<file path="src/rtl/mainfsm_if.sv">
// Control bundle between the multicycle sequencer and the datapath/FPU.
// The sequencer drives the master side; the datapath sits on the slave side.
interface mainfsm_if;
  logic [1:0] Op;
  logic [5:0] Funct;
  logic       FpuDone;
  logic       IRWrite;
  logic       AdrSrc;
  logic       ALUSrcA;
  logic [1:0] ALUSrcB;
  logic [1:0] ResultSrc;
  logic       ALUOp;
  logic       NextPC;
  logic       RegW;
  logic       MemW;
  logic       FpuW;
  logic       Branch;
  logic       FpuStart;
  logic       FpuErr;

  modport master (
    input  Op, Funct, FpuDone,
    output IRWrite, AdrSrc, ALUSrcA, ALUSrcB, ResultSrc, ALUOp,
           NextPC, RegW, MemW, FpuW, Branch, FpuStart, FpuErr
  );

  modport slave (
    output Op, Funct, FpuDone,
    input  IRWrite, AdrSrc, ALUSrcA, ALUSrcB, ResultSrc, ALUOp,
           NextPC, RegW, MemW, FpuW, Branch, FpuStart, FpuErr
  );
endinterface

</file>
<file path="src/rtl/mainfsm.sv">
// Multicycle control sequencer: fetch/decode/execute/memory/writeback plus an
// FPU issue/wait/writeback path with a bounded wait and abort.
module mainfsm #(
  parameter int FPU_TIMEOUT = 16
) (
  input  logic      clk,
  input  logic      reset,
  mainfsm_if.master bus
);

  localparam int CW = $clog2(FPU_TIMEOUT + 1);
  localparam logic [CW-1:0] LAST_WAIT = CW'(FPU_TIMEOUT - 1);

  typedef enum logic [3:0] {
    FETCH, DECODE, MEMADR, MEMREAD, MEMWB, MEMWRITE, EXECUTER, EXECUTEI,
    ALUWB, BRANCH, FPUISSUE, FPUWAIT, FPUWB, FPUABORT
  } state_t;

  state_t        state, next_state;
  logic [CW-1:0] wait_cnt, wait_cnt_next;

  always_ff @(posedge clk or negedge reset) begin
    if (!reset) begin
      state    <= FETCH;
      wait_cnt <= '0;
    end else begin
      state    <= next_state;
      wait_cnt <= wait_cnt_next;
    end
  end

  // The abort compare fires before the counter can reach its ceiling, so it never wraps.
  always_comb begin
    next_state    = FETCH;
    wait_cnt_next = wait_cnt;
    case (state)
      FETCH:    next_state = DECODE;
      DECODE: begin
        case (bus.Op)
          2'b00:   next_state = bus.Funct[5] ? EXECUTEI : EXECUTER;
          2'b01:   next_state = MEMADR;
          2'b10:   next_state = BRANCH;
          default: next_state = FPUISSUE;
        endcase
      end
      MEMADR:   next_state = bus.Funct[0] ? MEMREAD : MEMWRITE;
      MEMREAD:  next_state = MEMWB;
      MEMWB:    next_state = FETCH;
      MEMWRITE: next_state = FETCH;
      EXECUTER: next_state = ALUWB;
      EXECUTEI: next_state = ALUWB;
      ALUWB:    next_state = FETCH;
      BRANCH:   next_state = FETCH;
      FPUISSUE: begin
        wait_cnt_next = '0;
        next_state    = FPUWAIT;
      end
      FPUWAIT: begin
        wait_cnt_next = wait_cnt + CW'(1);
        if (bus.FpuDone)
          next_state = FPUWB;
        else if (wait_cnt == LAST_WAIT)
          next_state = FPUABORT;
        else
          next_state = FPUWAIT;
      end
      FPUWB:    next_state = FETCH;
      FPUABORT: next_state = FETCH;
      default:  next_state = FETCH;
    endcase
  end

  always_comb begin
    bus.IRWrite   = 1'b0;
    bus.AdrSrc    = 1'b0;
    bus.ALUSrcA   = 1'b0;
    bus.ALUSrcB   = 2'b00;
    bus.ResultSrc = 2'b00;
    bus.ALUOp     = 1'b0;
    bus.NextPC    = 1'b0;
    bus.RegW      = 1'b0;
    bus.MemW      = 1'b0;
    bus.FpuW      = 1'b0;
    bus.Branch    = 1'b0;
    bus.FpuStart  = 1'b0;
    bus.FpuErr    = 1'b0;
    case (state)
      FETCH: begin
        bus.IRWrite   = 1'b1;
        bus.NextPC    = 1'b1;
        bus.ALUSrcA   = 1'b1;
        bus.ALUSrcB   = 2'b10;
        bus.ResultSrc = 2'b10;
      end
      DECODE: begin
        bus.ALUSrcA   = 1'b1;
        bus.ALUSrcB   = 2'b10;
        bus.ResultSrc = 2'b10;
      end
      MEMADR:   bus.ALUSrcB = 2'b01;
      MEMREAD:  bus.AdrSrc  = 1'b1;
      MEMWB: begin
        bus.ResultSrc = 2'b01;
        bus.RegW      = 1'b1;
      end
      MEMWRITE: begin
        bus.AdrSrc = 1'b1;
        bus.MemW   = 1'b1;
      end
      EXECUTER: bus.ALUOp = 1'b1;
      EXECUTEI: begin
        bus.ALUSrcB = 2'b01;
        bus.ALUOp   = 1'b1;
      end
      ALUWB:    bus.RegW = 1'b1;
      BRANCH: begin
        bus.ALUSrcB   = 2'b01;
        bus.ResultSrc = 2'b10;
        bus.Branch    = 1'b1;
      end
      FPUISSUE: bus.FpuStart = 1'b1;
      FPUWB:    bus.FpuW     = 1'b1;
      FPUABORT: bus.FpuErr   = 1'b1;
      default: ;
    endcase
  end

endmodule

</file>
<file path="src/flat_wrapper.sv">
// flat-port wrapper written by rule: the top's interface ports become plain ports
module mainfsm_flat 
#(
  parameter int FPU_TIMEOUT = 16
)
  (clk, reset, bus_Op, bus_Funct, bus_FpuDone, bus_IRWrite, bus_AdrSrc, bus_ALUSrcA, bus_ALUSrcB, bus_ResultSrc, bus_ALUOp, bus_NextPC, bus_RegW, bus_MemW, bus_FpuW, bus_Branch, bus_FpuStart, bus_FpuErr);
  mainfsm_if bus_i ();
  input  logic clk;
  input  logic reset;
  input wire logic [$bits(bus_i.Op)-1:0] bus_Op;
  input wire logic [$bits(bus_i.Funct)-1:0] bus_Funct;
  input wire logic [$bits(bus_i.FpuDone)-1:0] bus_FpuDone;
  output wire logic [$bits(bus_i.IRWrite)-1:0] bus_IRWrite;
  output wire logic [$bits(bus_i.AdrSrc)-1:0] bus_AdrSrc;
  output wire logic [$bits(bus_i.ALUSrcA)-1:0] bus_ALUSrcA;
  output wire logic [$bits(bus_i.ALUSrcB)-1:0] bus_ALUSrcB;
  output wire logic [$bits(bus_i.ResultSrc)-1:0] bus_ResultSrc;
  output wire logic [$bits(bus_i.ALUOp)-1:0] bus_ALUOp;
  output wire logic [$bits(bus_i.NextPC)-1:0] bus_NextPC;
  output wire logic [$bits(bus_i.RegW)-1:0] bus_RegW;
  output wire logic [$bits(bus_i.MemW)-1:0] bus_MemW;
  output wire logic [$bits(bus_i.FpuW)-1:0] bus_FpuW;
  output wire logic [$bits(bus_i.Branch)-1:0] bus_Branch;
  output wire logic [$bits(bus_i.FpuStart)-1:0] bus_FpuStart;
  output wire logic [$bits(bus_i.FpuErr)-1:0] bus_FpuErr;
  assign bus_i.Op = bus_Op;
  assign bus_i.Funct = bus_Funct;
  assign bus_i.FpuDone = bus_FpuDone;
  assign bus_IRWrite = bus_i.IRWrite;
  assign bus_AdrSrc = bus_i.AdrSrc;
  assign bus_ALUSrcA = bus_i.ALUSrcA;
  assign bus_ALUSrcB = bus_i.ALUSrcB;
  assign bus_ResultSrc = bus_i.ResultSrc;
  assign bus_ALUOp = bus_i.ALUOp;
  assign bus_NextPC = bus_i.NextPC;
  assign bus_RegW = bus_i.RegW;
  assign bus_MemW = bus_i.MemW;
  assign bus_FpuW = bus_i.FpuW;
  assign bus_Branch = bus_i.Branch;
  assign bus_FpuStart = bus_i.FpuStart;
  assign bus_FpuErr = bus_i.FpuErr;
  mainfsm #(.FPU_TIMEOUT(FPU_TIMEOUT)) u_core (.clk(clk), .reset(reset), .bus(bus_i));
endmodule
</file>
<file path="config.mk">
export PLATFORM = sky130hd
export DESIGN_NAME = mainfsm_flat
export DESIGN_NICKNAME = d
export VERILOG_FILES = /design/src/rtl/mainfsm_if.sv /design/src/rtl/mainfsm.sv /design/src/flat_wrapper.sv
export SDC_FILE = /design/constraint.sdc
export NUM_CORES = 1
export LEC_CHECK = 0
export ABC_AREA = 1
export BUFFER_PORTS_ARGS = -buffer_cell sky130_fd_sc_hd__buf_4
export CAP_MARGIN = 20
export CORE_MARGIN = 3
export CORE_UTILIZATION = 31
export DETAILED_ROUTE_END_ITERATION = 7
export GPL_TIMING_DRIVEN = 0
export PLACE_DENSITY_LB_ADDON = 0.05
export SKIP_CTS_REPAIR_TIMING = 1
export SYNTH_ARGS = -nofsm -noshare
export SYNTH_HDL_FRONTEND = slang
export SYNTH_SLANG_ARGS = --single-unit
</file>
<file path="constraint.sdc">
create_clock -name clk -period 2.7 [get_ports clk]
set_clock_uncertainty 0.1 [all_clocks]
set_input_delay 0.27 -clock clk [delete_from_list [all_inputs] [get_ports clk]]
set_output_delay 0.27 -clock clk [all_outputs]
set_load 0.05 [all_outputs]
</file>
; Word-level counts from Yosys, hierarchy flattened
; Cells that the tools add are included.
[word_totals]
elab_cells = 47
output_inout_bits = 15
input_bits = 11
reg_bits = 9
[op_classes]
n_mux = 19
n_eq_ne = 16
n_addsub = 1
reduce_logical = 9
[ops]
columns = op, n
row1 = 4-bit case mux with 7 select lines, 1
row2 = "4-bit equality test, second input constant", 6
row3 = "4-bit by 3-bit equality test with 1-bit output, second input constant", 4
row4 = 4-bit case mux with 3 select lines, 1
row5 = 1-bit two-way mux, 11
row6 = 5-bit case mux with 2 select lines, 1
row7 = "4-bit by 2-bit equality test with 1-bit output, second input constant", 2
row8 = 2-bit case mux with 2 select lines, 2
row9 = 2-bit OR reduction, 4
row10 = 3-bit two-way mux, 2
row11 = 3-bit OR reduction, 2
row12 = "5-bit by 1-bit adder with 5-bit output, second input constant", 1
row13 = "5-bit by 4-bit equality test with 1-bit output, second input constant", 1
row14 = "4-bit by 1-bit equality test with 1-bit output, second input constant", 1
row15 = 4-bit zero test, 1
row16 = 4-bit two-way mux, 1
row17 = "2-bit by 1-bit equality test with 1-bit output, second input constant", 1
row18 = "2-bit equality test, second input constant", 1
row19 = 2-bit zero test, 1
row20 = 2-bit nonzero test, 1

; Logic depth before layout (Yosys ltp)
[logic_depth]
depth_word = 4
ltp_mapped = 9
depth_no_buf = 9

; Least setup slack after synthesis
; No wires, ideal clock.
[synth_timing]
path_type = register to output
startpoint = register u_core.state[3]
endpoint = output port bus_ResultSrc[1]
slack_ps = 602
t_arrival_ps = 1728
t_required_ps = 2330
path_stages_with_launch = 4
path_buffers = 0
path_cell_list = dfrtp_1 inv_1 nand2_1 o21ai_0
[synth_via]
elab_chain_cells = 3
elab_cells_between_ends = 6
cone_classes = 3 x eq/ne / 1 x mux / 2 x reduce/logical
[synth_lines]
columns = element, line_no
row1 = "start, declared", mainfsm.sv:19  ; state_t state, next_state;
row2 = "start signal, assigned", mainfsm.sv:27  ; state <= next_state;
row3 = "4-bit equality test, or another cell as far along", mainfsm.sv:87  ; case (state)
row4 = 3-bit OR reduction (no line), --
row5 = 2-bit case mux with 2 select lines (*), mainfsm.sv:87
row6 = "end, declared", flat_wrapper.sv:17  ; output wire logic [$bits(bus_i.ResultSrc)-1:0] bus_ResultSrc;
; Every way passes the cells marked *; elsewhere a longest branch is shown, timed or not.

; Worst setup path after layout
[layout_timing]
startpoint = register u_core.state[3]
endpoint = output port bus_ALUSrcB[0]
[layout_via]
elab_chain_cells = 3
elab_cells_between_ends = 8
cone_classes = 4 x eq/ne / 1 x mux / 3 x reduce/logical
[layout_lines]
columns = element, line_no
row1 = "4-bit equality test, or another cell as far along", mainfsm.sv:87
row2 = 3-bit OR reduction (no line) / 2-bit OR reduction (equally long branches), --
row3 = 2-bit case mux with 2 select lines (*), mainfsm.sv:87
row4 = "end, declared", flat_wrapper.sv:16  ; output wire logic [$bits(bus_i.ALUSrcB)-1:0] bus_ALUSrcB;
; Marked as above.

==> results.py <==
metrics = {
    "pwr": {
        "vdd_drop_max_mv": 0.8773,
        "cellLeakagePower_uw": 0.0004797,
        "pwr_density_cell_nw_per_um2": 1425,
    },
    "clock_network": {
        "clk_pin_slew_ns": 0.06,
        "insertion_delay_ns": 0.27,
        "cts_tree": "done",
        "root_buffer": "clkbuf_4",
        "clk_path_buf_depth": 2,
        "cts.sinks": 9,
        "numCtsBuffers": 3,
        "h-tree-depth": 1,
    },
    "layout": {
        "layout.nets": 138,
        "stdcell_area_sq_um": 859.6,
        "fillCellCount": 194,
        "area_delta_synth_final_pct": 35.50,
        "n_antenna_cell": 0,
        "drive_gt1_frac": 0.2500,
    },
    "die": {
        "die_width_um": 51.24,
        "die-area_sq_um": 2625,
        "die-height_um": 51.24,
        "core_area_sq_um": 1821,
        "start_util": 0.3485,
        "row_count": 15,
        "ios": 26,
    },
    "timing": {
        "finalSetupTns_ns": 0,
        "tightest_slew_ns": 0.2952,
        "setup_ws_ns": 0.8345,
        "slew_headroom": 0.8024,
        "drv_slew": 0,
        "rsz0062_at_grt": "no",
        "period_needed_ns": 1.866,
        "final-setup-viol-count": 0,
        "fmaxAchievable_mhz": 536.0,
        "period_share": 0.6909,
        "hold_viol_final": 0,
    },
    "global_routing": {
        "grt_pass1_vias": 599,
        "grt_max_degree": 10,
        "grt_pass1_wl_um": 2642,
        "antenna_found_initial": 0,
        "grt.total_usage": 0.1351,
        "grt_overflow": 0,
    },
    "routing": {
        "routed_via_density": 4.550,
        "firstDrtPassIters": 4,
        "drt_wl_total_um": 1545,
        "ant_nets": 0,
        "wl_per_cell_um": 10.37,
        "drc": 0,
        "drt_iter0_drc": 18,
        "via_count": 678,
    },
    "critical_path": {
        "cp.required_ns": 2.33,
        "crit_type": "reg2out",
        "arrival_ns": 1.50,
        "cp_max_fo": 5,
        "start_kind": "flip-flop",
        "cp-end-kind": "output pin",
    },
    "synth": {
        "synth_seq_cells": 9,
        "synth_cell_types": 21,
        "yosys_warnings": 0,
        "syn_inst": 98,
        "syn_area_per_cell_sq_um": 6.473,
        "syn_nets": 111,
        "synth-seq-area-share": 0.3550,
        "netlist_area_sq_um": 634.4,
    },
    "place": {
        "dp_slack_ns": 1.099,
        "dp.final_hpwl_um": 1252,
        "gp_congestion": 0.7726,
        "post_dp_cell_area_sq_um": 823.3,
        "portBuffers": 21,
    },
    "run_status": {
        "status": "finished clean",
    },
    "job": {
        "cap_violations": 0,
    },
    "min_path": {
        "hold_path_class": "in2reg",
    },
}
[through the flow]
stage	hold slack, ns	total power [uW]	instances	util
2_1_floorplan	-0.1256	885.6	98	-
3_3_place_gp	0.004705	1122	144	0.4522
3_5_place_dp	0.005540	1125	144	0.4522
4_1_cts	-0.2908	1237	148	0.4667
5_1_grt	0.1511	1328	149	0.4722
6_report	0.1558	1224	149	0.4722
[state kept, by name (all words and copies together), names as in the netlist]
register         flops
u_core.state         4
u_core.wait_cnt      5
[worst max-delay path: stages, from the launching register on]
cell	delay, ns
dfrtp_1	0.40
inv_1	0.11
nor2_1	0.26
nand2_1	0.14
o211ai_1	0.11
buf_4	0.22
[area by class of cell]
class | count | area, sq um | area share
Inverter | 16 | 60.06 | 0.06987
Multi-Input combinational cell | 72 | 341.6 | 0.3974
Clock buffer | 4 | 26.28 | 0.03057
Sequential cell | 9 | 225.2 | 0.2620
Buffer | 1 | 7.507 | 0.008734
Timing Repair Buffer | 22 | 167.7 | 0.1951
Tap cell | 25 | 31.28 | 0.03639
[layer usage]
layer  routed length (um)  part of all wire  vias up  global-route usage
met5                    0                 0        -                   0
met3                  130             0.084        2             0.04665
met2                  650              0.42       24              0.1974
met1                  749              0.48      292              0.1817
li1                     -                 -      360                   -
met4                   14            0.0091        0             0.05240
[cells in the mapped netlist (all sizes together)]
| library cell | n | share of area |
|---|---|---|
| dfrtp | 9 | 0.36 |
| o21ai | 3 | 0.030 |
| o211ai | 2 | 0.024 |
| ha | 2 | 0.039 |
| buf | 1 | 0.012 |
| nand4 | 1 | 0.0099 |
| or2 | 1 | 0.0099 |
| o22ai | 1 | 0.0099 |
| a21oi | 2 | 0.016 |
| nand3 | 8 | 0.063 |
| nor3 | 2 | 0.016 |
| nor2 | 19 | 0.13 |
| nand3b | 1 | 0.012 |
| nand2 | 30 | 0.18 |
| inv | 16 | 0.095 |
[final timing paths]
path | cells past startpoint | startpoint | slack, ns | endpoint
max | 5 | u_core.state[3]$_DFF_PN0_ | 0.83 | bus_ALUSrcB[0]
min | 3 | bus_Op[1] | 0.16 | u_core.state[3]$_DFF_PN0_
max reg2reg | 7 | u_core.wait_cnt[0]$_DFFE_PN0P_ | 1.19 | u_core.state[2]$_DFF_PN0_
min reg2reg | 2 | u_core.wait_cnt[4]$_DFFE_PN0P_ | 0.40 | u_core.wait_cnt[4]$_DFFE_PN0P_
max in group asynchronous | 2 | reset | 2.09 | u_core.state[3]$_DFF_PN0_
min in group asynchronous | 2 | reset | 0.26 | u_core.state[1]$_DFF_PN0_
[cell families (layout without fill, tap and decap cells)]
group,after synthesis,count (layout),share of synthesized area
AOI/OAI and AO/OA,8,8,0.07888
adders and majority gates,2,2,0.03944
buffers and inverters,17,43,0.1065
DFF,9,9,0.3550
and+or+nand+nor,62,62,0.4201
[power breakdown]
| group | total (uW) | switching, uW | internal [uW] |
|---|---|---|---|
| clock | 106 | 49.2 | 57.0 |
| sequential | 247 | 64.5 | 182 |
| combinational | 872 | 625 | 247 |
| total | 1220 | 739 | 486 |
[layout by cell type (no fill, tap or decap)]
| cell type | instances |
|---|---|
| a21oi_1 | 2 |
| nor2_1 | 17 |
| buf_4 | 22 |
| inv_1 | 15 |
| o21ai_2 | 1 |
| or2_2 | 1 |
| nand2_1 | 29 |
| nor3_1 | 2 |
| nand4_1 | 1 |
| o211ai_1 | 2 |
| nor2_2 | 1 |
| o21ai_1 | 1 |
| clkbuf_4 | 3 |
| o22ai_1 | 1 |
| ha_1 | 2 |
| nand3_1 | 8 |
| dlygate4sd3_1 | 1 |
| inv_2 | 1 |
| nand3b_1 | 1 |
| nor2_4 | 1 |
| clkbuf_1 | 1 |
| nand2_2 | 1 |
| o21ai_0 | 1 |
| dfrtp_1 | 9 |
Note: power is estimated with default switching activity, not from simulation.
